[config.mk]
export PLATFORM = sky130hd
export DESIGN_NAME = down_timer
export DESIGN_NICKNAME = d
export VERILOG_FILES = /design/src/rtl/counter_pkg.sv /design/src/rtl/down_timer.sv
export SDC_FILE = /design/constraint.sdc
export NUM_CORES = 1
export LEC_CHECK = 0
export ABC_AREA = 1
export CELL_PAD_IN_SITES_DETAIL_PLACEMENT = 0
export CELL_PAD_IN_SITES_GLOBAL_PLACEMENT = 1
export CORE_ASPECT_RATIO = 1.4
export CORE_UTILIZATION = 31
export DETAILED_ROUTE_END_ITERATION = 16
export GPL_TIMING_DRIVEN = 0
export MAX_ROUTING_LAYER = met4
export PLACE_DENSITY_LB_ADDON = 0.1
export SLEW_MARGIN = 20
export SYNTH_ARGS = -nofsm -noshare
export SYNTH_HDL_FRONTEND = slang
export SYNTH_SLANG_ARGS = --single-unit
[constraint.sdc]
create_clock -name clk -period 1.5 [get_ports clk]
set_input_delay 0.15 -clock clk [delete_from_list [all_inputs] [get_ports clk]]
set_output_delay 0.15 -clock clk [all_outputs]
set_load 0.01 [all_outputs]
[src/rtl/counter_pkg.sv]
// -----------------------------------------------------------------------------
// counter_pkg
// Shared definitions for the counter family (up-counter and down_timer).
//   state_t            : 2-bit counter state (IDLE, LOADED, RUN, DONE)
//   CNT_WIDTH_DEFAULT  : default bit width of count values
// -----------------------------------------------------------------------------
package counter_pkg;

    localparam int unsigned CNT_WIDTH_DEFAULT = 5;

    typedef enum logic [1:0] {
        S_IDLE   = 2'd0,
        S_LOADED = 2'd1,
        S_RUN    = 2'd2,
        S_DONE   = 2'd3
    } state_t;

endpackage : counter_pkg

[src/rtl/down_timer.sv]
// -----------------------------------------------------------------------------
// down_timer
// Loadable down-counter/timer with a one-cycle terminal-count pulse.
// A value is loaded, decremented on each enabled cycle, and tc pulses in the
// cycle cnt_out first reads 0. All outputs are registered.
//
// Ports
//   clk      in   rising-edge clock
//   rst      in   synchronous, active-low reset
//   load     in   load cnt_in (wins over enab)
//   enab     in   decrement enable
//   cnt_in   in   [WIDTH] start count
//   cnt_out  out  [WIDTH] current count
//   tc       out  terminal-count pulse
//   busy     out  state LOADED or RUN
//   done     out  state DONE (count exhausted, holding)
//
// Configuration
//   DOWN_TIMER_AUTO_RELOAD_EN : when defined, terminal count reloads the last
//   loaded value and keeps running (periodic tc); DONE is never entered and
//   done is tied low.
// -----------------------------------------------------------------------------
module down_timer
    import counter_pkg::*;
#(
    parameter int unsigned WIDTH = CNT_WIDTH_DEFAULT
) (
    input  logic             clk,
    input  logic             rst,
    input  logic             load,
    input  logic             enab,
    input  logic [WIDTH-1:0] cnt_in,
    output logic [WIDTH-1:0] cnt_out,
    output logic             tc,
    output logic             busy,
    output logic             done
);

    localparam logic [WIDTH-1:0] ONE = WIDTH'(1);

    typedef struct packed {
        state_t           state;
        logic [WIDTH-1:0] cnt;
        logic             tc;
`ifdef DOWN_TIMER_AUTO_RELOAD_EN
        logic [WIDTH-1:0] reload;
`endif
    } nxt_t;

    state_t           r_state;
    logic [WIDTH-1:0] r_cnt;
    logic             r_tc;
    logic             r_busy;
`ifdef DOWN_TIMER_AUTO_RELOAD_EN
    logic [WIDTH-1:0] r_reload;
`else
    logic             r_done;
`endif

    // Next-state / next-count for one non-reset edge.
    function automatic nxt_t f_next(
        input state_t           cur_state,
        input logic [WIDTH-1:0] cur_cnt,
`ifdef DOWN_TIMER_AUTO_RELOAD_EN
        input logic [WIDTH-1:0] cur_reload,
`endif
        input logic             i_load,
        input logic             i_enab,
        input logic [WIDTH-1:0] i_cnt_in
    );
        nxt_t n;
        n.state  = cur_state;
        n.cnt    = cur_cnt;
        n.tc     = 1'b0;
`ifdef DOWN_TIMER_AUTO_RELOAD_EN
        n.reload = cur_reload;
`endif
        if (i_load) begin
            n.cnt    = i_cnt_in;
`ifdef DOWN_TIMER_AUTO_RELOAD_EN
            n.reload = i_cnt_in;
`endif
            n.state  = (i_cnt_in != '0) ? S_LOADED : S_IDLE;
        end else if (i_enab && (cur_state == S_LOADED || cur_state == S_RUN)) begin
            // LOADED/RUN always hold a nonzero count, so no underflow here.
            if (cur_cnt == ONE) begin
                n.tc    = 1'b1;
`ifdef DOWN_TIMER_AUTO_RELOAD_EN
                n.cnt   = cur_reload;
                n.state = S_RUN;
`else
                n.cnt   = '0;
                n.state = S_DONE;
`endif
            end else begin
                n.cnt   = cur_cnt - ONE;
                n.state = S_RUN;
            end
        end
        return n;
    endfunction

    always_ff @(posedge clk) begin
        nxt_t n;
        if (!rst) begin
            r_state  <= S_IDLE;
            r_cnt    <= '0;
            r_tc     <= 1'b0;
            r_busy   <= 1'b0;
`ifdef DOWN_TIMER_AUTO_RELOAD_EN
            r_reload <= '0;
`else
            r_done   <= 1'b0;
`endif
        end else begin
`ifdef DOWN_TIMER_AUTO_RELOAD_EN
            n = f_next(r_state, r_cnt, r_reload, load, enab, cnt_in);
            r_reload <= n.reload;
`else
            n = f_next(r_state, r_cnt, load, enab, cnt_in);
            r_done   <= (n.state == S_DONE);
`endif
            r_state  <= n.state;
            r_cnt    <= n.cnt;
            r_tc     <= n.tc;
            // Status flags decoded from the next state so they are flops.
            r_busy   <= (n.state == S_LOADED) || (n.state == S_RUN);
        end
    end

    assign cnt_out = r_cnt;
    assign tc      = r_tc;
    assign busy    = r_busy;
`ifdef DOWN_TIMER_AUTO_RELOAD_EN
    assign done    = 1'b0;
`else
    assign done    = r_done;
`endif

endmodule : down_timer

==> results.toml <==
[routing]
drt-total-wl_um = 1500
drtPass1Iterations = 3
wl_per_cell_um = 10.8
final_antenna_net_count = 0
vias = 634
drt-initial-drc-count = 3
viasPerCell = 4.56
drc = 0

[power_and_ir_drop]
pwr_density_cell_nw_per_um2 = 820
vdd_drop_max_mv = 0.354
power_frac_comb = 0.264
sw_frac_of_total = 0.296
power_frac_seq = 0.399
p_clk_frac = 0.336
p_leak_nw = 0.429
switchingPower_w = 0.000221
p_int_w = 0.000525
power.total_w = 0.000746

[placed_design]
gp_congestion = 0.723
placed_area_um2 = 800
hpwl_um = 1170
port_buffers = 15

[critical_path]
r2r_slack_ns = 0.09
r2r-end = "busy"
crit_required_ns = 1.35
r2r_start = "cnt_out[1]"
critical-path-top-delay-family = "buffers and inverters"
path_cells = "buf_4 -> clkdlybuf4s50_1"
reg2reg_depth = 11
critPathSlowestCell = "clkdlybuf4s50_1"
crit_buf_inv = 2
critPathCaptureType = "output pin"
arrival_ns = 1.28
worst-setup-path-type = "flip-flop to output pin"
cp-start-kind = "flip-flop"
slowest_delay_ns = 0.52
worstPathMaxFanout = 3

[floorplanning]
die_width_um = 39.9
rows = 18
die_y_um = 55.1
die-area_um2 = 2200
core_area_um2 = 1820
io_pins = 17
initial_core_util = 0.342

[yosys]
synthCells = 97
synth_top_area_frac = 0.321
synth.most_common_cell = "nand2_1"
async_flop_share = 0
synth_edf_count = 0
yosysSeqAreaShare = 0.321
avgSynthCellArea_um2 = 6.44
synth.ff_latch_count = 10
yosysTopAreaCell = "dfxtp_1"
syn_area_um2 = 624
synth_fp_nets = 109
ys_warn_count = 0
synth_cell_types = 16
synth_flop_cell = "dfxtp_1"
synthTopCellsByArea = "dfxtp_1, nand2_1, a21oi_1"
synthTopCellsByCount = "nand2_1, inv_1, a21oi_1"

[timing]
finalSetupViolations = 0
worst_hold_slack_ns = 0.346
fin_crit_sh = 0.953
fin_skew_ns = 0.00331
hold_viol = 0
drv_slew = 0
rsz0062_at_grt = "no"
worst_slew_pin_slew_ns = 0.312
min_period_ns = 1.43
finalSetupTns_ns = 0
fmax_mhz = 700
slew_headroom = 0.791

[clocking]
insertion_delay_ns = 0.27
cts_max_level = 1
root_buffer = "clkbuf_4"
ctsLongestPathBuffers = 2
cts_buffers = 3
clk_pin_slew_ns = 0.07
cts_tree = "done"
cts_sinks = 10
holdBufCountCts = 0

[global_route]
antenna_found_initial = 0
grt_pass1_wl_um = 2430
grt_max_degree = 11
grtUsageTotal = 0.170
grt_pass1_vias = 571
grt_remaining_overflow = 0

[final_layout]
final_cell_area_um2 = 910
area_delta_synth_final_pct = 45.7
diodes = 0
fillers = 202
multi_input_area_um2 = 388
final_nets = 132
drive_gt1_frac = 0.227
regArea_um2 = 205

[worst_hold_path]
holdPathStages = 4
hp-class = "input pin to flip-flop"
holdPathEnd = "r_state[1]"
min-delay-start = "load"

[job]
maxCapViolCount = 0

[status]
status = "completed"
layer usage:
layer | GRT usage | wire length [µm]
met5 | - | 0
met4 | 0.0862 | 15
met3 | 0.0240 | 43
met2 | 0.293 | 787
met1 | 0.184 | 657
worst register-to-register path, cell delays in order (launching register included):
cell	delay, ns
dfxtp_4	0.37
inv_4	0.06
ha_4	0.11
inv_1	0.04
nor2_2	0.14
nand3_2	0.11
nand2_2	0.09
nand2_2	0.05
inv_2	0.07
ha_4	0.19
nand2_2	0.06
inv_1	0.04
worst max path at each step:
stage | startpoint | endpoint | slack (ns) | depth (start not counted)
4_1_cts | cnt_out[1] | busy | 0.02 | 11
5_1_grt | cnt_out[1] | busy | 0.01 | 11
3_5_place_dp | enab | busy | -0.12 | 10
6_report | cnt_out[1] | cnt_out[1] | 0.07 | 2
3_3_place_gp | enab | busy | -0.15 | 10
2_1_floorplan | cnt_out[1] | busy | 0.08 | 11
final cells by class:
class / count / share of cell area
plain buffers: 2 / 0.0179
clock buffers: 4 / 0.0399
inverters: 17 / 0.0729
multi-input cells: 68 / 0.426
flip-flops and latches: 10 / 0.226
well taps: 20 / 0.0275
repair buffers: 18 / 0.190
cell usage in the layout, fill, tap and decap left out, types with 3 or more instances in the layout:
| cell | count |
|---|---|
| clkdlybuf4s50_1 | 15 |
| nor2_1 | 10 |
| nand3_1 | 7 |
| nand2_1 | 25 |
| inv_2 | 4 |
| nand2_2 | 3 |
| inv_1 | 12 |
| dfxtp_1 | 8 |
| buf_4 | 3 |
| clkbuf_4 | 3 |
| a21oi_1 | 11 |
power groups by stage:
stage | clock [W] | combinational, W | sequential, W
after floorplan | 0 | 0.000102 | 0.000307
after global placement | 0 | 0.000179 | 0.000302
after detailed placement | 0 | 0.000180 | 0.000303
after CTS | 0.000259 | 0.000185 | 0.000296
after global routing | 0.000269 | 0.000224 | 0.000301
final | 0.000251 | 0.000197 | 0.000298
sequential cells by signal, summed over array words and instances (netlist names):
register,cells
busy,1
done,1
r_state,2
cnt_out,5
tc,1
timing repair:
item / in CTS / in global routing
pin swaps: 0 / 3
buffers inserted: 1 / 2
resized for setup: 2 / 13
cloned: 0 / 0
setup endpoints to repair: 1 / 2
cells by family (layout without fill, tap and decap cells):
kind of cell             count (synthesis)  in the layout  share of synthesized area
flip-flops                              10             10                      0.321
XOR/XNOR                                 1              1                     0.0140
adder cells (fa/ha/maj)                  3              3                     0.0601
AND/OR/NAND/NOR                         51             51                      0.369
AO/OA/AOI/OAI                           13             13                      0.108
buffers and inverters                   19             41                      0.128
per-stage QoR:
step | std cells | setup WS, ns | util
after floorplan | 97 | 0.0758 | -
after global placement | 132 | -0.146 | 0.438
after detailed placement | 132 | -0.117 | 0.438
after CTS | 137 | 0.0154 | 0.464
after global routing | 139 | 0.0133 | 0.499
final | 139 | 0.0711 | 0.499
No activity file was read; power rests on OpenSTA's default activity.
